[config.mk]
export PLATFORM = sky130hd
export DESIGN_NAME = times_table_sequencer
export DESIGN_NICKNAME = d
export VERILOG_FILES = /design/src/rtl/tt_pkg.sv /design/src/rtl/tt_operand_counter.sv /design/src/rtl/times_table_sequencer.sv
export SDC_FILE = /design/constraint.sdc
export NUM_CORES = 1
export LEC_CHECK = 0
export ABC_AREA = 1
export CORE_MARGIN = 1
export CORE_UTILIZATION = 49
export CTS_CLUSTER_DIAMETER = 200
export CTS_CLUSTER_SIZE = 10
export DETAILED_ROUTE_END_ITERATION = 16
export PLACE_DENSITY = 0.77
export SKIP_LAST_GASP = 1
export SYNTH_ARGS = -nofsm -noshare
export SYNTH_HDL_FRONTEND = slang
export SYNTH_SLANG_ARGS = --single-unit
[constraint.sdc]
create_clock -name clk -period 1.52 [get_ports clk]
set_input_delay 0.152 -clock clk [delete_from_list [all_inputs] [get_ports clk]]
set_output_delay 0.152 -clock clk [all_outputs]
set_load 0.01 [all_outputs]
[src/rtl/tt_pkg.sv]
// Shared definitions for the times-table sequencer and multiplier.
// State encoding plus the default operand width.
package tt_pkg;

    localparam int TT_WIDTH = 3;

    typedef enum logic [1:0] {
        TT_IDLE = 2'd0,
        TT_RUN  = 2'd1,
        TT_DONE = 2'd2
    } tt_state_e;

endpackage

[src/rtl/tt_operand_counter.sv]
// Nested operand counter: a is the fast index, b the slow index.
// Reset clears to zero; load restarts the sweep at FIRST.
module tt_operand_counter
    import tt_pkg::*;
#(
    parameter int WIDTH = TT_WIDTH,
    parameter int FIRST = 0
) (
    input  logic             clk,
    input  logic             rst,
    input  logic             load,
    input  logic             advance,
    output logic [WIDTH-1:0] a,
    output logic [WIDTH-1:0] b,
    output logic             last
);

    localparam logic [WIDTH-1:0] MAXV = '1;
    localparam logic [WIDTH-1:0] FV   = WIDTH'(FIRST);
    localparam logic [WIDTH-1:0] ONE  = {{(WIDTH-1){1'b0}}, 1'b1};

    always_ff @(posedge clk or posedge rst) begin
        if (rst) begin
            a <= '0;
            b <= '0;
        end else if (load) begin
            a <= FV;
            b <= FV;
        end else if (advance) begin
            if (a == MAXV) begin
                a <= FV;
                b <= b + ONE;
            end else begin
                a <= a + ONE;
            end
        end
    end

    assign last = (a == MAXV) && (b == MAXV);

endmodule

[src/rtl/times_table_sequencer.sv]
// Operand-sweep generator feeding the times-table multiplier.
// Define TT_SEQ_SKIP_ZERO_EN to skip zero operands (sweep 1..max).
module times_table_sequencer
    import tt_pkg::*;
#(
    parameter int WIDTH = TT_WIDTH
) (
    input  logic               clk,
    input  logic               rst,
    input  logic               start,
    input  logic               hold,
    output logic [WIDTH-1:0]   a,
    output logic [WIDTH-1:0]   b,
    output logic               enable,
    output logic               busy,
    output logic               done,
    output logic [2*WIDTH:0]   count
);

`ifdef TT_SEQ_SKIP_ZERO_EN
    localparam int FIRST = 1;
`else
    localparam int FIRST = 0;
`endif

    localparam logic [1:0] IDLE = TT_IDLE;
    localparam logic [1:0] RUN  = TT_RUN;
    localparam logic [1:0] DONE = TT_DONE;

    localparam logic [2*WIDTH:0] CNT_ONE = {{(2*WIDTH){1'b0}}, 1'b1};

    logic [1:0] state;
    logic       load;
    logic       advance;
    logic       last;

    assign load = (state == IDLE) && start;
    // The final pair stays on a/b after consumption, so never advance past it.
    assign advance = (state == RUN) && enable && !last;

    tt_operand_counter #(
        .WIDTH (WIDTH),
        .FIRST (FIRST)
    ) u_cnt (
        .clk     (clk),
        .rst     (rst),
        .load    (load),
        .advance (advance),
        .a       (a),
        .b       (b),
        .last    (last)
    );

    always_ff @(posedge clk or posedge rst) begin
        if (rst) begin
            state  <= IDLE;
            enable <= 1'b0;
            busy   <= 1'b0;
            done   <= 1'b0;
            count  <= '0;
        end else begin
            unique case (state)
                IDLE: begin
                    if (start) begin
                        state  <= RUN;
                        enable <= 1'b1;
                        busy   <= 1'b1;
                        count  <= '0;
                    end
                end
                RUN: begin
                    if (enable) begin
                        count <= count + CNT_ONE;
                    end
                    if (enable && last) begin
                        state  <= DONE;
                        enable <= 1'b0;
                        busy   <= 1'b0;
                        done   <= 1'b1;
                    end else begin
                        enable <= !hold;
                    end
                end
                DONE: begin
                    state <= IDLE;
                    done  <= 1'b0;
                end
                default: begin
                    state  <= IDLE;
                    enable <= 1'b0;
                    busy   <= 1'b0;
                    done   <= 1'b0;
                end
            endcase
        end
    end

endmodule

After elaboration in Yosys (flattened, before gate mapping)

Cells that the tools add are included.

ROM bits: 0
Bits in latches: 0
Register bits: 18
RAM bits: 0
Output and inout bits: 16
Memories: 0

Mux-type cells: 19
Bitwise logic cells: 2
$mul: 0
Div/mod/pow operators: 0
Order comparisons: 0
Equal/unequal tests: 7
Shift operators: 0
Reduce and logical (&&, ||, !) cells: 17
Add/sub/neg operators: 3

Operators by type and width:

| operator                                               | count |
|---|---|
| two-way mux 3 bit                                      | 6 |
| two-way mux 7 bit                                      | 2 |
| one-hot mux 7 bit (2 select lines)                     | 1 |
| AND reduction 2 bit                                    | 4 |
| adder 7 x 1 -> 7 bit (second input constant)           | 1 |
| adder 3 x 1 -> 3 bit (second input constant)           | 2 |
| equality test 3 bit (second input constant)            | 2 |
| one-hot mux 1 bit (3 select lines)                     | 2 |
| AND reduction 3 bit                                    | 2 |
| nonzero test 2 bit                                     | 3 |
| logical AND 1 bit                                      | 5 |
| two-way mux 1 bit                                      | 4 |
| two-way mux 2 bit                                      | 2 |
| inequality test 2 bit (second input constant)          | 2 |
| one-hot mux 2 bit (2 select lines)                     | 1 |
| equality test 2 x 1 -> 1 bit (second input constant)   | 1 |
| equality test 2 bit (second input constant)            | 1 |
| logical NOT 1 bit                                      | 2 |
| logical NOT 2 bit                                      | 1 |
| inequality test 2 x 1 -> 1 bit (second input constant) | 1 |
| inverter 1 bit                                         | 2 |
| one-hot mux 1 bit (2 select lines)                     | 1 |

Logic depth before layout (Yosys ltp)

Word-level depth: 6
Gate-level depth with buffers: 8
Gate-level depth less buffers: 8

By module

Synthesis repeated with hierarchy kept, for this count alone.

Cell total of the unflattened synthesis: 103
Area total of the unflattened synthesis: 913.4 um2

By module, submodules not included:

| module                | cells each | area an instance (um2) | sequential area each (um2) | times used |
|---|---|---|---|---|
| times_table_sequencer | 65         | 584.3                  | 300.3                      | 1 |
| tt_operand_counter    | 38         | 329.1                  | 150.1                      | 1 |

Least setup slack after synthesis

OpenSTA, ideal clock, no wires.

Path kind: flip-flop to flip-flop
From: register u_cnt.a[0]
To: register u_cnt.b[1]
Library setup time: 0.118 ns
Slack: 0.120 ns
Arrival time: 1.282 ns
Buffers on the path: 0
Stages on the path, launching flop included: 9
Data required time: 1.402 ns
Clock period less this slack: 1.400 ns
Cell sequence: dfrtp_1 > ha_1 > ha_1 > nand2_1 > nand2_2 > nand2_1 > nand2_1 > nand2_1 > nand2_1

Cells in the longest elaborated chain, start to end: 6
Elaborated cells on any way between the ends: 7
Those cells by class: eq/ne (1); reduce/logical (6)

RTL lines:

| what                                   | line                                               | source |
|---|---|---|
| start: declaration                     | tt_operand_counter.sv:13                           | `output logic [WIDTH-1:0] a,` |
| start signal: assignment               | tt_operand_counter.sv:34                           | `a <= a + ONE;` |
| equality test 3 bit *                  | tt_operand_counter.sv:30, tt_operand_counter.sv:39 |  |
| logical AND 1 bit                      | tt_operand_counter.sv:39                           | `assign last = (a == MAXV) && (b == MAXV);` |
| logical NOT 1 bit                      | times_table_sequencer.sv:39                        | `assign advance = (state == RUN) && enable && !last;` |
| logical AND 1 bit                      | times_table_sequencer.sv:39                        |  |
| nonzero test 2 bit (no source line)    | --                                                 |  |
| AND reduction 2 bit (no source line) * | --                                                 |  |
| end signal: assignment                 | tt_operand_counter.sv:32                           | `b <= b + ONE;` |
| end: declaration                       | tt_operand_counter.sv:14                           | `output logic [WIDTH-1:0] b,` |

Mark *: on every way between the ends. The rest lies on a longest branch, timed or not.
A chain may end at the register's enable or synchronous reset.

Worst setup path in the final report

From: register enable
To: output port enable

RTL lines:

| what                     | line                        | source |
|---|---|---|
| start: declaration       | times_table_sequencer.sv:14 | `output logic enable,` |
| start signal: assignment | times_table_sequencer.sv:81 | `enable <= !hold;` |

No word-level cell between the ends.

==> impl_metrics.yaml <==
clocking:
  cts_root_buf: "clkbuf_4"
  cts_buffer_depth: 2
  clk_pin_slew_worst_paths_ns: 0.11
  hold_buffers: 0
  clk_latency_ns: 0.30
  cts_htree_levels: 1
  cts_made_buffers: 3
  cts_tree: "done"
  cts.sinks: 18
drt:
  wl_met2_um: 947
  wl_met1_um: 925
  firstDrtPassIters: 5
  wl_met3_um: 68
  post-route-drc-count: 0
  vias: 815
  drt_wl_total_mm: 1.99
  routed.top_layer: "met4"
  dr.first_iter.drc_count: 9
  postRouteAntennaNets: 0
  vias_per_cell: 5.03
  avgRoutedWirePerCell_um: 12.3
global_route:
  antenna_found_initial: 0
  grt_util_all_layers_pct: 21.5
  grt_pass1_vias: 738
  grt_first_pass_wirelength_mm: 3.15
  grt_overflow: 0
  grt_max_degree: 19
power_and_ir_drop:
  combPwrFrac_pct: 52.3
  pwr-share-clk_pct: 11.7
  p_seq_share_pct: 36.0
  peakVddDrop_mv: 1.27
  power.net_switching_mw: 1.10
  internal-power_mw: 1.46
  swShare_pct: 43.0
  p_leak_nw: 0.606
  power_per_cell_area_nw_per_um2: 2110
sta:
  max_freq_mhz: 684
  rsz0062_at_grt: "yes"
  slew-limit-headroom_pct: 84.0
  final.setup_skew_ns: 0.0104
  drv_slew: 0
  finalSetupViolCount: 0
  period_share_pct: 96.2
  period_needed_ns: 1.46
  worst_slew_pin_slew_ns: 0.239
  hold_violations: 0
floorplan:
  core-area_um2: 1760
  io_pins: 20
  die_area_um2: 2110
  rows: 15
  dieWidth_um: 46.0
  die_h_um: 46.0
  start_util_pct: 53.7
setup_path:
  r2r_cells: 8
  rr_endpoint: "u_cnt.b[0]"
  worst-r2r-setup-slack_ns: 0.08
  required_ns: 1.37
  cp_cell_sequence: "clkdlybuf4s50_1"
  critPathKind: "reg -> out"
  slowest_delay_ns: 0.57
  critical_path_arrival_ns: 1.31
  reg2reg_from: "u_cnt.a[0]"
  cp_max_fo: 4
  crit_path_start_kind: "register"
  crit_slowest_cell: "clkdlybuf4s50_1"
  path_buf_inv: 1
  crit_family: "buffers and inverters"
  setup.worst_path.end_class: "output port"
placement:
  placed_cell_area_um2: 1160
  hpwl_mm: 1.40
  dp_cells: 157
  port_buffers: 19
  gp_congestion: 0.764
yosys:
  syn_area_um2: 947
  syn_inst: 113
  synth-main-ff-cell: "dfrtp_1"
  async_flop_share_pct: 100
  ys_types: 19
  seq_area_frac_synth_pct: 47.6
  synth_seq_cells: 18
  ys_warn_count: 0
  synth_area_per_cell_um2: 8.38
  synth_fp_nets: 122
  synth-edff-count: 0
finish:
  stdcell_count: 162
  area_delta_synth_final_pct: 28.3
  mostFrequentLayoutCell: "nand2_1"
  final_cell_mix: "nand2_1 (37), clkdlybuf4s50_1 (19), dfrtp_1 (15)"
  fin_nets: 147
  drive_gt1_share_pct: 15.3
  antenna_cells: 0
  fin_area_um2: 1210
hold_path:
  hold_class: "in -> async"
run:
  max-cap-violations: 0
run_status:
  status: "finished clean"
-- metal layers --
metal,track usage (%),vias up
met5,0,-
met4,12.4,0
met3,2.78,5
met2,32.7,17
met1,29.1,379
li1,-,414
-- cells by family after synthesis --
kind of cell / count (synthesis) / share of synthesized area, %
simple gates: 67 / 34.1
compound gates: 9 / 5.15
buf+inv: 14 / 6.61
flops: 18 / 47.6
fa+ha+maj: 5 / 6.61
-- power by group through the flow --
| stage | sequential [mW] | combinational [mW] | clock, mW |
|---|---|---|---|
| global route | 0.960 | 1.52 | 0.318 |
| floorplan | 0.967 | 0.709 | 0 |
| CTS | 0.913 | 1.31 | 0.301 |
| detailed placement | 0.920 | 1.30 | 0 |
| global placement | 0.910 | 1.29 | 0 |
| finish | 0.925 | 1.34 | 0.300 |
-- per-stage QoR --
stage | hold WS (ns) | util, % | setup WS, ns | TNS [ns] | power, mW
after global placement | 0.489 | 65.9 | 0.0940 | 0 | 2.20
after floorplan | 0.0906 | - | 0.120 | 0 | 1.68
after global routing | 0.197 | 68.9 | -0.0415 | -0.0559 | 2.80
final | 0.159 | 68.9 | 0.0584 | 0 | 2.57
after CTS | 0.167 | 67.9 | 0.0103 | 0 | 2.53
after detailed placement | 0.500 | 65.9 | 0.0432 | 0 | 2.22
-- cell type report --
class | instances | area (um^2)
Clock buffer | 4 | 36.3
Tap cell | 25 | 31.3
Inverter | 13 | 48.8
Multi-Input combinational cell | 81 | 439
Sequential cell | 18 | 454
Timing Repair Buffer | 21 | 205
Fill cell | 159 | 549
-- tightest hold or removal path, stage by stage --
cell and delay (ns):
clkdlybuf4s50_1 0.40, inv_1 0.05, buf_4 0.25
-- sequential cells by signal, indices dropped and copies added, names as in the netlist --
register  cells
busy          1
count         7
done          1
enable        1
state         2
u_cnt.a       3
u_cnt.b       3
-- Yosys cell counts (2+ instances only) --
library cell	instances	area, um^2
a21oi_1	2	10.0
dfrtp_1	18	450
ha_1	5	62.6
inv_1	10	37.5
inv_2	3	11.3
nand2_1	38	143
nand2_2	2	12.5
nand2_4	2	22.5
nand3_1	9	45.0
nand4_1	5	31.3
nor2_1	7	26.3
o21ai_0	5	25.0
-- repair_timing --
item,CTS,global route
endpoints found under the setup margin,0,9
setup buffers,0,1
resized for setup,0,6
-- worst max path at each step --
| stage | from | endpoint | depth (start not counted) | slack, ns |
|---|---|---|---|---|
| floorplan | u_cnt.a[0] | u_cnt.b[1] | 8 | 0.12 |
| global placement | u_cnt.a[0] | u_cnt.b[2] | 8 | 0.09 |
| detailed placement | u_cnt.a[0] | u_cnt.b[0] | 8 | 0.04 |
| CTS | u_cnt.a[0] | u_cnt.b[0] | 8 | 0.01 |
| global route | u_cnt.a[0] | u_cnt.b[0] | 8 | -0.04 |
| finish | enable | enable | 1 | 0.06 |
No activity file was read; power rests on OpenSTA's default activity.
